$ cat src/rtl/sysid_read_master_pkg.sv
// Shared types and constants for the boot-time system ID read master.
// The counter width helper keeps the timeout counter just wide enough for its limit.
package sysid_read_master_pkg;

  typedef enum logic [2:0] {
    IDLE,
    REQ_ID,
    WAIT_ID,
    REQ_TS,
    WAIT_TS,
    FINISH
  } state_t;

  localparam logic ADDR_ID = 1'b0;
  localparam logic ADDR_TS = 1'b1;

  localparam int DEFAULT_TIMEOUT_CYCLES = 255;

  // Width needed to count from 0 up to cycles-1.
  function automatic int cnt_width(input int cycles);
    return (cycles <= 2) ? 1 : $clog2(cycles);
  endfunction

  localparam int DEFAULT_CNT_W = cnt_width(DEFAULT_TIMEOUT_CYCLES);

endpackage

$ cat src/rtl/sysid_read_timer.sv
// Per-transaction cycle counter: cleared by load, counts while enabled and
// saturates at limit, where expired stays high until the next load.
module sysid_read_timer #(
  parameter int WIDTH = 8
) (
  input  logic             clock,
  input  logic             reset,
  input  logic             load,
  input  logic             enable,
  input  logic [WIDTH-1:0] limit,
  output logic             expired
);

  logic [WIDTH-1:0] count;

  always_ff @(posedge clock or posedge reset) begin
    if (reset) begin
      count <= '0;
    end else if (load) begin
      count <= '0;
    end else if (enable && (count != limit)) begin
      count <= count + 1'b1;
    end
  end

  assign expired = (count == limit);

endmodule

$ cat src/rtl/sysid_read_master.sv
// Avalon-MM read master that reads the system ID and build timestamp words at
// boot and reports whether they match the values this image was built for.
module sysid_read_master
  import sysid_read_master_pkg::*;
#(
  parameter logic [31:0] EXPECTED_ID        = 32'd0,
  parameter logic [31:0] EXPECTED_TIMESTAMP = 32'd1328062037,
  parameter bit          CHECK_TIMESTAMP    = 1'b1,
  parameter int          TIMEOUT_CYCLES     = DEFAULT_TIMEOUT_CYCLES
) (
  input  logic        clock,
  input  logic        reset,
  input  logic        start,
  output logic        busy,
  output logic        done,
  output logic        id_ok,
  output logic        ts_ok,
  output logic        timeout,
  output logic [31:0] id_value,
  output logic [31:0] ts_value,
  output logic        avm_address,
  output logic        avm_read,
  input  logic        avm_waitrequest,
  input  logic        avm_readdatavalid,
  input  logic [31:0] avm_readdata
);

  localparam int              CNT_W     = cnt_width(TIMEOUT_CYCLES);
  localparam logic [CNT_W-1:0] CNT_LIMIT = CNT_W'(TIMEOUT_CYCLES - 1);

  state_t state;
  state_t next_state;
  logic   accepted;
  logic   expired;
  logic   load_timer;
  logic   next_read;
  logic   next_address;

  assign accepted = avm_read & ~avm_waitrequest;

  sysid_read_timer #(
    .WIDTH(CNT_W)
  ) u_timer (
    .clock  (clock),
    .reset  (reset),
    .load   (load_timer),
    .enable (busy),
    .limit  (CNT_LIMIT),
    .expired(expired)
  );

  always_ff @(posedge clock or posedge reset) begin
    if (reset) begin
      state <= IDLE;
    end else begin
      state <= next_state;
    end
  end

  // Events are checked before expiry so a response on the last allowed cycle still counts.
  always_comb begin
    next_state = state;
    unique case (state)
      IDLE:    if (start) next_state = REQ_ID;
      REQ_ID: begin
        if (accepted)     next_state = WAIT_ID;
        else if (expired) next_state = FINISH;
      end
      WAIT_ID: begin
        if (avm_readdatavalid) next_state = CHECK_TIMESTAMP ? REQ_TS : FINISH;
        else if (expired)      next_state = FINISH;
      end
      REQ_TS: begin
        if (accepted)     next_state = WAIT_TS;
        else if (expired) next_state = FINISH;
      end
      WAIT_TS: begin
        if (avm_readdatavalid || expired) next_state = FINISH;
      end
      FINISH:  next_state = IDLE;
      default: next_state = IDLE;
    endcase
  end

  always_comb begin
    busy         = (state == REQ_ID) || (state == WAIT_ID) ||
                   (state == REQ_TS) || (state == WAIT_TS);
    done         = (state == FINISH);
    next_read    = (next_state == REQ_ID) || (next_state == REQ_TS);
    next_address = ((next_state == REQ_TS) || (next_state == WAIT_TS)) ? ADDR_TS : ADDR_ID;
    load_timer   = ((next_state == REQ_ID) && (state != REQ_ID)) ||
                   ((next_state == REQ_TS) && (state != REQ_TS));
  end

  // Bus outputs are registered from next_state so they hold steady through waitrequest.
  always_ff @(posedge clock or posedge reset) begin
    if (reset) begin
      avm_read    <= 1'b0;
      avm_address <= ADDR_ID;
    end else begin
      avm_read    <= next_read;
      avm_address <= next_address;
    end
  end

  always_ff @(posedge clock or posedge reset) begin
    if (reset) begin
      id_ok    <= 1'b0;
      ts_ok    <= 1'b0;
      timeout  <= 1'b0;
      id_value <= '0;
      ts_value <= '0;
    end else begin
      unique case (state)
        IDLE: begin
          if (start) begin
            id_ok    <= 1'b0;
            ts_ok    <= 1'b0;
            timeout  <= 1'b0;
            id_value <= '0;
            ts_value <= '0;
          end
        end
        REQ_ID, REQ_TS: begin
          if (!accepted && expired) timeout <= 1'b1;
        end
        WAIT_ID: begin
          if (avm_readdatavalid) begin
            id_value <= avm_readdata;
            id_ok    <= (avm_readdata == EXPECTED_ID);
            if (!CHECK_TIMESTAMP) ts_ok <= 1'b1;
          end else if (expired) begin
            timeout <= 1'b1;
          end
        end
        WAIT_TS: begin
          if (avm_readdatavalid) begin
            ts_value <= avm_readdata;
            ts_ok    <= (avm_readdata == EXPECTED_TIMESTAMP);
          end else if (expired) begin
            timeout <= 1'b1;
          end
        end
        default: ;
      endcase
    end
  end

endmodule

$ cat config.mk
export PLATFORM = sky130hd
export DESIGN_NAME = sysid_read_master
export DESIGN_NICKNAME = d
export VERILOG_FILES = /design/src/rtl/sysid_read_master_pkg.sv /design/src/rtl/sysid_read_timer.sv /design/src/rtl/sysid_read_master.sv
export SDC_FILE = /design/constraint.sdc
export NUM_CORES = 1
export LEC_CHECK = 0
export ABC_AREA = 1
export CAP_MARGIN = 15
export CELL_PAD_IN_SITES_DETAIL_PLACEMENT = 0
export CELL_PAD_IN_SITES_GLOBAL_PLACEMENT = 1
export CORE_MARGIN = 3
export CORE_UTILIZATION = 34
export DETAILED_ROUTE_END_ITERATION = 8
export PLACE_DENSITY = 0.83
export SYNTH_ARGS = -nofsm -noshare
export SYNTH_HDL_FRONTEND = slang
export SYNTH_SLANG_ARGS = --single-unit
$ cat constraint.sdc
create_clock -name clock -period 3.2 [get_ports clock]
set_input_delay 0.64 -clock clock [delete_from_list [all_inputs] [get_ports clock]]
set_output_delay 0.64 -clock clock [all_outputs]
set_load 0.005 [all_outputs]
==> impl_metrics.json, run 1 <==
{
  "status": "completed",
  "postSynthAreaPerCell_um2": 8.303,
  "totalPowerFinal_uw": 3579,
  "dp_hpwl_um": 7297,
  "antenna_found_initial": 0,
  "cts_sinks": 80,
  "port_buffers": 107,
  "coreArea_um2": 10370,
  "fmax_ghz": 0.4056,
  "maxSlewHeadroom_pct": 58.46,
  "cts_buffer_depth": 2,
  "end_kind": "output pin",
  "fin_setup_tns_ns": 0,
  "grtUsageTotal_pct": 18.39,
  "min_period_ns": 2.466,
  "synthTopCellsByCount": "nand2_1, dfrtp_1, nand3_1",
  "syn_inst": 437,
  "rows": 37,
  "p_per_area_nw_per_um2": 710.6,
  "initial_core_util_pct": 34.99,
  "postCtsSetupBuffers": 0,
  "fin_cells": 682,
  "slew_viol_final": 0,
  "cts_tree": "built",
  "drtPass1Iterations": 4,
  "synth-edff-count": 0,
  "yosys-top-cells-area": "dfrtp_1, nand2_1, nand3_1",
  "cts_resized": 0,
  "synth-async-reset-ratio_pct": 100.0,
  "place_congestion": 0.8164,
  "vias": 3313,
  "cts_hold_buf": 0,
  "arrival_ns": 1.83,
  "grt.overflow.total": 0,
  "tightest_slew_ns": 0.6224,
  "path_class": "reg -> out",
  "yosysMostFrequentCell": "nand2_1",
  "max_stage_delay_ns": 0.51,
  "synth_flop_cell": "dfrtp_1",
  "die_x_um": 109.3,
  "ys.warnings.count": 0,
  "p_leak_uw": 0.002479,
  "grt_max_degree": 40,
  "syn_area_um2": 3628,
  "num-nets-final": 582,
  "fin_worst_skew_ns": 0.01297,
  "die_h_um": 109.3,
  "crit_top_cell": "nand2_2",
  "fin_crit_sh_pct": 77.05,
  "hold_viol": 0,
  "fillers": 1042,
  "rsz0062_at_grt": "no",
  "yosysTopAreaCell": "dfrtp_1",
  "peakVddDrop_mv": 0.2770,
  "synth-seq-cells": 80,
  "drtIter0Drc": 118,
  "finalWirelength_um": 10400,
  "hp-class": "reg -> reg",
  "h-tree-depth": 3,
  "root_buffer": "clkbuf_8",
  "worstPathCellList": "nor2_2 > nand2_2 > nand2_2 > clkdlybuf4s50_1",
  "synth-seq-area-share_pct": 55.17,
  "crit_fanout": 7,
  "wl_per_cell_um": 15.25,
  "final_layout_size_suffix_gt1_share_pct": 6.044,
  "synth_cell_types": 30,
  "io_pins": 108,
  "finalSetupViolCount": 0,
  "syn_nets": 476,
  "clkLatencyLatePin_ns": 0.35,
  "dp_cells": 668,
  "via_per_inst": 4.858,
  "area_growth_syn_to_layout_pct": 38.79,
  "cap_violations": 0,
  "path_clk_slew_ns": 0.08,
  "cp.required_ns": 2.56,
  "yosysTopAreaCellShare_pct": 55.17,
  "antenna_cells": 0,
  "cp-start-kind": "flop",
  "post-route-drc-count": 0,
  "dieArea_um2": 11950,
  "grt_pass1_vias": 3423,
  "grt_pass1_wl_um": 17080,
  "cpMaxStageDelayCell": "clkdlybuf4s50_1",
  "ant_nets": 0,
  "cts_buffers": 9
}
layout make-up:
type	instances	area, um^2	area share (%)
multi-input cells	313	1410	28.00
flip-flops and latches	80	2002	39.75
inverters	25	95.09	1.888
clock inverters	4	95.09	1.888
well taps	136	170.2	3.379
clock buffers	10	127.6	2.534
repair buffers	114	1136	22.56
per-layer routing:
| metal | routed length [um] | vias to the layer above | GRT usage [%] | part of all wire [%] |
|---|---|---|---|---|
| met3 | 811 | 4 | 5.696 | 7.8 |
| met5 | 0 | - | 0 | 0 |
| li1 | - | 1608 | - | - |
| met2 | 5003 | 98 | 28.68 | 48 |
| met1 | 4540 | 1603 | 25.16 | 44 |
| met4 | 48 | 0 | 4.541 | 0.46 |
stage by stage:
step | hold slack (ns) | util [%] | worst slack, ns | cell area, um^2
4_1_cts | 0.4903 | 48.56 | 0.6990 | 5036
3_3_place_gp | 0.4640 | 46.42 | 0.6769 | 4813
2_1_floorplan | 0.4726 | - | 0.5083 | 3628
3_5_place_dp | 0.4676 | 46.42 | 0.6605 | 4813
5_1_grt | 0.5051 | 48.56 | 0.5645 | 5036
6_report | 0.4812 | 48.56 | 0.7344 | 5036
path summary, 6_finish.rpt:
path,from,to,slack [ns],depth (start not counted)
max in group asynchronous,reset,id_value[1]$_DFFE_PP0P_,1.89,3
max,state[1]$_DFF_PP0_,busy,0.73,4
min in group asynchronous,reset,id_value[9]$_DFFE_PP0P_,0.67,2
max reg2reg,state[1]$_DFF_PP0_,ts_value[24]$_DFFE_PP0P_,1.02,7
min,id_value[6]$_DFFE_PP0P_,id_value[6]$_DFFE_PP0P_,0.48,2
min reg2reg,id_value[6]$_DFFE_PP0P_,id_value[6]$_DFFE_PP0P_,0.48,2
power breakdown:
part	switching (uW)	total [uW]	internal (uW)	leakage, uW
combinational	789	1360	570	0.00127
clock	350	860	509	0.000112
sequential	145	1360	1210	0.00110
cell usage in the layout (no fill, tap or decap), types with 3 or more instances in the layout:
| master | synthesis | routed |
|---|---|---|
| clkdlybuf4s50_1 | 0 | 107 |
| buf_4 | 4 | 6 |
| inv_2 | 4 | 4 |
| nand4_1 | 7 | 7 |
| bufinv_16 | 0 | 3 |
| nand3_1 | 76 | 76 |
| o31ai_1 | 5 | 5 |
| xor2_1 | 3 | 3 |
| nand2_1 | 164 | 164 |
| o21ai_0 | 6 | 6 |
| clkbuf_8 | 0 | 9 |
| inv_1 | 20 | 19 |
| dfrtp_1 | 80 | 80 |
| nor2_1 | 29 | 29 |
| nand2_2 | 4 | 4 |
logic make-up after synthesis:
family          share of synthesized area (%)
fa+ha+maj                              0.6895
compound gates                          2.690
buf+inv                                 5.965
simple gates                            34.28
flops                                   55.17
xor+xnor                                1.207
flip-flops by register name, summed over array words and instances, names as in the netlist:
signal / count
u_timer.count: 8
ts_ok: 1
timeout: 1
id_ok: 1
ts_value: 32
avm_address: 1
state: 3
id_value: 32
avm_read: 1
critical path, delay by kind of cell, from the launching register on:
kind	cells	cell delay, ns
buffers and inverters	1	0.51
flip-flops	1	0.47
AND/OR/NAND/NOR	3	0.51
(Power assumes the default switching activity.)
==> run 2, diff against run 1 <==
Settings changed: CORE_UTILIZATION 34 to 31, PLACE_DENSITY 0.83 to 0.8.
Clock period 3.2 ns to 2 ns, I/O delays scaled along.
==> impl_metrics.json, run 2 (synthesis results as in run 1) <==
{
  "status": "completed",
  "cts_tree": "built",
  "met2WireLength_um": 4867,
  "via_per_inst": 4.791,
  "slew_viol_final": 0,
  "reg2regPathDepth": 10,
  "area_growth_syn_to_layout_pct": 43.59,
  "finalWirelength_um": 10560,
  "path_delay_family": "buffers and inverters",
  "totalPowerFinal_uw": 6102,
  "clkLatencyLatePin_ns": 0.33,
  "ant_nets": 0,
  "min_period_ns": 1.914,
  "max_stage_delay_ns": 0.54,
  "seqPwrFrac_pct": 35.6,
  "die_h_um": 114.2,
  "cpMaxStageDelayCell": "clkdlybuf4s50_1",
  "power_frac_clock_pct": 25.4,
  "wl_met1_um": 4804,
  "worst-path-buf-inv": 1,
  "p_leak_uw": 0.002553,
  "num-nets-final": 589,
  "finalInstanceArea_um2": 5210,
  "cp-start-kind": "flop",
  "dr.max_layer_used": "met4",
  "rows": 38,
  "largestRegisters": "id_value: 32 flops, ts_value: 32 flops, u_timer.count: 8 flops",
  "cp.required_ns": 1.60,
  "multiInputGateArea_um2": 1423,
  "grt_pass1_vias": 3359,
  "antenna_cells": 0,
  "root_buffer": "clkbuf_16",
  "io_pins": 108,
  "cap_violations": 0,
  "cts_hold_buf": 0,
  "hp-class": "reg -> reg",
  "path_class": "reg -> out",
  "h-tree-depth": 3,
  "rsz0062_at_grt": "no",
  "holdWs_ns": 0.4755,
  "port_buffers": 107,
  "pwr-share-comb_pct": 39.0,
  "wl_per_cell_um": 15.19,
  "grt.overflow.total": 0,
  "dp_hpwl_um": 7394,
  "fin_worst_skew_ns": 0.007705,
  "fin_cells": 695,
  "crit_fanout": 4,
  "post-route-drc-count": 0,
  "hold_viol": 0,
  "cts_buffer_depth": 2,
  "grt_pass1_wl_um": 17430,
  "maxSlewHeadroom_pct": 57.13,
  "worstPathCellList": "nor3_1 > clkdlybuf4s50_1",
  "p_sw_uw": 2189,
  "fin_setup_tns_ns": 0,
  "worst-r2r-setup-slack_ns": 0.28,
  "r2r_start": "u_timer.count[0]$_DFFE_PP0P_",
  "dp_cells": 676,
  "finalSetupViolCount": 0,
  "grt_max_degree": 81,
  "layout_common_cells": "nand2_1, clkdlybuf4s50_1, dfrtp_1, nand3_1, nor2_1",
  "die_x_um": 114.2,
  "grtUsageTotal_pct": 16.72,
  "final_layout_size_suffix_gt1_share_pct": 8.108,
  "drtIter0Drc": 176,
  "vias": 3330,
  "wl_met3_um": 786,
  "fmax_ghz": 0.5223,
  "peakVddDrop_mv": 0.7392,
  "layout_commonest_cell": "nand2_1",
  "r2r_end": "u_timer.count[1]$_DFFE_PP0P_",
  "end_kind": "output pin",
  "coreArea_um2": 11130,
  "worst_hold_path.num_cells": 2,
  "antenna_found_initial": 0,
  "drtPass1Iterations": 4,
  "place_congestion": 0.8149,
  "dpl-instance-area_um2": 4888,
  "path_clk_slew_ns": 0.06,
  "initial_core_util_pct": 32.61,
  "tightest_slew_ns": 0.6422,
  "cts_buffers": 9,
  "p_per_area_nw_per_um2": 1171,
  "arrival_ns": 1.51,
  "p_int_uw": 3913,
  "min_from": "id_value[29]$_DFFE_PP0P_",
  "holdPathEnd": "id_value[29]$_DFFE_PP0P_",
  "fillers": 1101,
  "switching_share_pct": 35.87,
  "fin_crit_sh_pct": 95.72,
  "dieArea_um2": 13040,
  "regArea_um2": 2004,
  "cts_sinks": 80
}
## run 2: layout make-up
class	count	share of cell area (%)
well taps	140	3.362
clock inverters	4	0.5524
multi-input cells	313	27.31
inverters	25	1.873
flip-flops and latches	80	38.47
clock buffers	12	4.923
repair buffers	121	23.51
## run 2: worst max path at each step
stage / start / end / slack (ns) / cells after the start
2_1_floorplan: u_timer.count[0]$_DFFE_PP0P_ / u_timer.count[1]$_DFFE_PP0P_ / 0.57 / 10
3_3_place_gp: start / ts_value[21]$_DFFE_PP0P_ / 0.08 / 6
3_5_place_dp: start / ts_value[24]$_DFFE_PP0P_ / 0.03 / 6
4_1_cts: state[1]$_DFF_PP0_ / done / 0.06 / 2
5_1_grt: state[0]$_DFF_PP0_ / done / 0.05 / 3
6_report: state[1]$_DFF_PP0_ / done / 0.09 / 2
## run 2: timing repair
action / CTS / global route
pin swaps: 1 / 0
endpoints found under the setup margin: 2 / 1
resized for setup: 5 / 1
buffers inserted: 3 / 0
## run 2: worst min-delay path: stages (launching register included)
cell	delay [ns]
dfrtp_1	0.34
nand2_1	0.05
nand2_1	0.05
## run 2: metrics by stage
stage | util [%] | setup WS, ns
floorplan | - | 0.5701
global placement | 43.94 | 0.08007
detailed placement | 43.94 | 0.02817
CTS | 46.81 | 0.06350
global route | 46.83 | 0.04679
finish | 46.83 | 0.08556
## run 2: per-layer routing
| layer | vias to the layer above | GRT usage (%) |
|---|---|---|
| met3 | 9 | 5.074 |
| li1 | 1627 | - |
| met2 | 105 | 26.03 |
| met1 | 1589 | 22.88 |
| met5 | - | 0 |
| met4 | 0 | 4.117 |
## run 2: power groups by stage
stage | sequential (uW) | combinational, uW | clock, uW
after floorplan | 2190 | 1220 | 0
after global placement | 2200 | 2300 | 0
after detailed placement | 2200 | 2340 | 0
after CTS | 2180 | 2410 | 1590
after global routing | 2220 | 2650 | 1660
final | 2170 | 2380 | 1550
